$ cat src/rtl/mux_arb_pkg.sv
// rtl/mux_arb_pkg.sv - shared types and select constants for the 2:1 mux round-robin arbiter
package mux_arb_pkg;

  typedef enum logic [1:0] {
    IDLE   = 2'd0,
    GRANT0 = 2'd1,
    GRANT1 = 2'd2
  } arb_state_t;

  localparam logic SEL_A0 = 1'b0;
  localparam logic SEL_A1 = 1'b1;

endpackage

$ cat src/rtl/rr_pick2.sv
// rtl/rr_pick2.sv - combinational 2-way round-robin picker
module rr_pick2
  import mux_arb_pkg::*;
(
  input  logic req0,
  input  logic req1,
  input  logic last,
  output logic gnt_valid,
  output logic gnt_sel
);

  always_comb begin
    gnt_valid = req0 | req1;
    gnt_sel   = SEL_A0;
    // On contention the requester not served last time wins.
    if (req0 && req1) begin
      gnt_sel = ~last;
    end else if (req1) begin
      gnt_sel = SEL_A1;
    end
  end

endmodule

$ cat src/rtl/two_to_1mux_rr_arbiter.sv
// rtl/two_to_1mux_rr_arbiter.sv - round-robin sequencer driving the shared 2:1 mux select and output register
module two_to_1mux_rr_arbiter
  import mux_arb_pkg::*;
#(
  parameter int WIDTH = 8,
  parameter int CNT_W = 16
) (
  input  logic             clk,
  input  logic             rst,
  input  logic             req0,
  input  logic             req1,
  input  logic [WIDTH-1:0] a0,
  input  logic [WIDTH-1:0] a1,
  output logic             ack0,
  output logic             ack1,
  output logic             s0,
  output logic [WIDTH-1:0] y0,
  output logic             y_valid,
  input  logic             y_ready,
  output logic             busy,
  output logic [CNT_W-1:0] xfer_cnt
);

  arb_state_t state;
  arb_state_t state_nxt;
  logic       last;
  logic       gnt_valid;
  logic       gnt_sel;
  logic       load;
  logic       accept;

  rr_pick2 u_pick (
    .req0      (req0),
    .req1      (req1),
    .last      (last),
    .gnt_valid (gnt_valid),
    .gnt_sel   (gnt_sel)
  );

  always_comb begin
    state_nxt = state;
    load      = 1'b0;
    accept    = 1'b0;
    case (state)
      IDLE: begin
        if (gnt_valid) begin
          state_nxt = (gnt_sel == SEL_A1) ? GRANT1 : GRANT0;
          load      = 1'b1;
        end
      end
      GRANT0, GRANT1: begin
        if (y_valid && y_ready) begin
          state_nxt = IDLE;
          accept    = 1'b1;
        end
      end
      default: state_nxt = IDLE;
    endcase
  end

  // last resets to 1 so requester 0 wins the first contention.
  always_ff @(posedge clk or posedge rst) begin
    if (rst) begin
      state    <= IDLE;
      s0       <= SEL_A0;
      y0       <= '0;
      y_valid  <= 1'b0;
      ack0     <= 1'b0;
      ack1     <= 1'b0;
      xfer_cnt <= '0;
      last     <= 1'b1;
    end else begin
      state <= state_nxt;
      ack0  <= load && (gnt_sel == SEL_A0);
      ack1  <= load && (gnt_sel == SEL_A1);
      if (load) begin
        s0      <= gnt_sel;
        y0      <= (gnt_sel == SEL_A1) ? a1 : a0;
        y_valid <= 1'b1;
        last    <= gnt_sel;
      end else if (accept) begin
        y_valid  <= 1'b0;
        xfer_cnt <= xfer_cnt + CNT_W'(1);
      end
    end
  end

  assign busy = (state != IDLE);

endmodule

$ cat config.mk
export PLATFORM = sky130hd
export DESIGN_NAME = two_to_1mux_rr_arbiter
export DESIGN_NICKNAME = d
export VERILOG_FILES = /design/src/rtl/mux_arb_pkg.sv /design/src/rtl/rr_pick2.sv /design/src/rtl/two_to_1mux_rr_arbiter.sv
export SDC_FILE = /design/constraint.sdc
export NUM_CORES = 1
export LEC_CHECK = 0
export ABC_AREA = 1
export BUFFER_PORTS_ARGS = -buffer_cell sky130_fd_sc_hd__buf_2
export CAP_MARGIN = 10
export CORE_ASPECT_RATIO = 1.2
export CORE_MARGIN = 4
export CORE_UTILIZATION = 40
export DETAILED_ROUTE_END_ITERATION = 10
export PLACE_DENSITY = 0.65
export SKIP_LAST_GASP = 1
export SLEW_MARGIN = 20
export SYNTH_ARGS = -nofsm -noshare
export SYNTH_HDL_FRONTEND = slang
export SYNTH_SLANG_ARGS = --single-unit
export TNS_END_PERCENT = 10
$ cat constraint.sdc
create_clock -name clk -period 3.4 [get_ports clk]
set_input_delay 0.68 -clock clk [delete_from_list [all_inputs] [get_ports clk]]
set_output_delay 0.68 -clock clk [all_outputs]
set_load 0.05 [all_outputs]
==> Yosys cells after proc, flatten, opt, wreduce, memory -nomap -nowiden <==
Index checks and enable logic that the tools add are counted.
{ "op_classes": {"n_addsub": 1, "n_eq_ne": 4, "reduce_logical": 10, "bitwise_logic": 4, "n_mux": 13} }
{ "ops": {"columns": ["cell", "n"], "rows": [
  ["16-bit by 1-bit adder with 16-bit output, second input constant", 1],
  ["1-bit two-way mux", 8],
  ["8-bit two-way mux", 1],
  ["2-bit two-way mux", 3],
  ["1-bit logical AND", 4],
  ["2-bit inequality test, second input constant", 2],
  ["2-bit case mux with 2 select lines", 1],
  ["2-bit AND reduction", 2],
  ["2-bit nonzero test", 2],
  ["1-bit inverter", 3],
  ["2-bit by 1-bit == test with 1-bit output, second input constant", 1],
  ["2-bit == test, second input constant", 1],
  ["2-bit logical NOT", 1],
  ["2-bit OR reduction", 1],
  ["1-bit OR", 1]
]} }
{ "word_totals": {"out_inout_bits": 29, "reg_bits": 31, "inputBits": 21} }

==> Longest topological paths before layout <==
{ "depth": {"word_depth": 5, "ltp_mapped": 10, "mapped_depth_nobuf": 9} }

==> Hierarchy <==
Synthesis repeated with hierarchy kept, for this count alone.
{ "unflattened": {"hier_cells": 184, "hier_area_um2": 1535.2} }
{ "modules_own_cells": {"columns": ["module", "cells_per_inst", "n_inst", "seq_area_each_um2", "area_per_inst_um2"], "rows": [
  ["two_to_1mux_rr_arbiter", 181, 1, 777.0, 1520.2],
  ["rr_pick2", 3, 1, 0.0, 15.0]
]} }

==> Worst setup path before layout <==
Ideal clock, no wire load.
{ "synth_timing": {"path_kind": "register -> register", "from": "reg xfer_cnt[1]", "to": "reg xfer_cnt[12]", "slack_ps": 1741, "stages_incl_launch_ff": 9, "t_arrival_ps": 1539, "period_less_slack_ps": 1659, "setup_ps": 120, "n_path_buf": 0, "cell_sequence": "dfrtp_1 -> ha_1 -> nand2_1 -> nor2_1 -> nand2_1 -> nor2_2 -> nand2_1 -> nand2_1 -> nand2_1"} }
{ "synth_via": {"elab_chain_cells": 1} }
{ "synth_rtl": {"columns": ["element", "line", "source"], "rows": [
  ["start: declaration", "two_to_1mux_rr_arbiter.sv:21", "output logic [CNT_W-1:0] xfer_cnt"],
  ["start signal: assignment", "two_to_1mux_rr_arbiter.sv:83", "xfer_cnt <= xfer_cnt + CNT_W'(1);"],
  ["16-bit by 1-bit adder with 16-bit output", "two_to_1mux_rr_arbiter.sv:83", null]
]} }
Every way passes these cells.
A chain may end at the register's enable or synchronous reset.

==> Worst setup path after layout <==
{ "layout_timing": {"from": "reg state[0]", "to": "out busy"} }
{ "layout_via": {"elab_chain_cells": 1} }
{ "layout_rtl": {"columns": ["element", "line", "source"], "rows": [
  ["start: declaration", "two_to_1mux_rr_arbiter.sv:24", "arb_state_t state;"],
  ["start signal: assignment", "two_to_1mux_rr_arbiter.sv:73", "state <= state_nxt;"],
  ["2-bit nonzero test", "two_to_1mux_rr_arbiter.sv:88", "assign busy = (state != IDLE);"],
  ["end: declaration", "two_to_1mux_rr_arbiter.sv:20", "output logic busy,"]
]} }
Every way passes these cells.

==> metrics.cfg <==
[detailed_routing]
avgRoutedWirePerCell_um=10.7
postRouteAntennaNets=0
dr.pass1.iters=4
via_count=1441
drc=0
drtIter0Drc=68
vias_per_cell=4.56
wl_um=3380

[clock_network]
cts_made_buffers=5
clk_latency_ps=280
cts_buffer_depth=2
cts_htree_levels=2
clk_pin_slew_ps=60
cts-resized-gates=0
cts_tree=done
hold_buffers=0
clock_sinks=31
cts-root-buf=clkbuf_8
cts_setup_buffers=0

[global_route]
met3_usage=0.0487
use_met2=0.225
grt_use_total=0.150
grtUsageMet1=0.198
antenna_found_initial=0
top_usage_layer=met2
grt_pass1_wl_um=5930
grt_overflow_total=0
grt_pass1_vias=1327
grt_max_degree=32

[floorplan]
dieHeight_um=76.6
initial_core_util=0.425
rows=24
die_area_mm2=0.00499
coreArea_mm2=0.00369
ios=50
dieWidth_um=65.2

[finish]
final_common_cell=nand2_1
area_delta_synth_final_pct=25.0
layout_common_cells=79 x nand2_1, 49 x buf_2, 30 x dfrtp_1
multiInputGateArea_um2=672
final_util=0.531
nFillCells=393
fin_area_mm2=0.00196
regArea_um2=777
fin_nets=286
antenna_cells=0
drive_gt1_frac=0.250

[timing]
fin_tns_setup_ps=0
fin_ws_ps=1470
max-slew-margin-rel=0.670
fin_skew_ps=3.91
grt_setup_unrepaired=false
fin_crit_ps=1930
period_share=0.566
finalSetupViolCount=0
slew_viol_final=0
finalHoldViolCount=0
whs_ps=469
worst_pin_slew_ps=494
fmax_mhz=519

[setup_path]
cp-end-kind=primary output
critical_path_class=reg2out
arrival_ps=1250
crit_path_start_kind=register
cp_max_fo=3
worst-endpoint-required_ps=2720

[placed_design]
finalWeightedCongestion=0.776
post-place-ws_ps=1290
hpwl_um=2510
port_buffers=49
dpl-instance-area_mm2=0.00188

[synth]
yosys_warnings=0
synth_area_mm2=0.00157
ys_seq_elements=31
synthesis.nets=230
async_reset_ff_frac=1.00
synth-edff-count=0
ys_types=21
synth_ff_type=dfrtp_1
ys_seq_area_frac=0.495
syn_inst=207
synth_area_per_cell_um2=7.58

[power_and_ir_drop]
p_per_area_mw_per_mm2=831
ir_drop_v=0.000544
p_leak_nw=1.08

[run]
cap_violations=0

[worst_hold_path]
hold_path.class=in2async

[outcome]
status=finished clean

-- kinds of logic (layout without fill, tap and decap cells) --
logic type / count (synthesis) / count (layout) / synth area share
and+or+nand+nor: 118 / 118 / 0.318
xor gates and xnor gates: 3 / 3 / 0.0167
AOI/OAI and AO/OA: 23 / 23 / 0.0774
adders and majority gates: 2 / 2 / 0.0159
buffers and inverters: 30 / 87 / 0.0766
DFF: 31 / 31 / 0.495
-- flip-flops by register name (all words and copies together), names as in the netlist --
| signal | cells |
|---|---|
| y_valid | 1 |
| last | 1 |
| xfer_cnt | 16 |
| y0 | 8 |
| ack1 | 1 |
| s0 | 1 |
| ack0 | 1 |
| state | 2 |
-- worst max-delay path: stages (launching register included) --
cell,delay (ps)
dfrtp_1,350
inv_1,50
ha_1,230
inv_1,80
buf_2,260
-- stage by stage --
step                power (mW)  std cells
global placement          1.36        308
CTS                       1.65        316
floorplan                 1.18        207
detailed placement        1.37        308
global route              1.75        316
finish                    1.63        316
-- cells in the mapped netlist, types with 2 or more instances --
master | n | area [µm²]
nand3_1 | 10 | 50.1
nand2_1 | 79 | 297
nor2_1 | 20 | 75.1
dfrtp_1 | 30 | 751
ha_1 | 2 | 25.0
xor2_1 | 2 | 17.5
inv_1 | 27 | 101
nand2_2 | 3 | 18.8
o21ai_0 | 21 | 105
nand3b_1 | 2 | 15.0
-- final timing paths --
check                              start            to  slack (ps)  cells after the start
worst max-delay path            state[0]          busy        1470                      4
worst min-delay path                 rst          ack1         470                      3
worst max register to register  state[0]  xfer_cnt[14]        1570                      9
worst min register to register      last          last         470                      2
max in group asynchronous            rst          last        2610                      3
min in group clk                    last          last         470                      2
-- per-layer routing --
layer	up-vias	part of all wire
met1	640	0.46
li1	747	-
met2	48	0.45
met4	0	0.017
met3	6	0.075
met5	-	0
-- area by class of cell --
class                   instances  area share
inverters                      28      0.0536
multi-input cells             146       0.343
well taps                      52      0.0332
clock buffers                   7      0.0389
clock inverters                 1     0.00255
flip-flops and latches         31       0.396
repair buffers                 51       0.133
-- power breakdown --
part / total, mW / internal (mW) / switching (mW)
Sequential: 0.561 / 0.486 / 0.0755
Clock: 0.278 / 0.143 / 0.135
Combinational: 0.791 / 0.185 / 0.606
Total: 1.63 / 0.813 / 0.817
(Power assumes the default switching activity.)
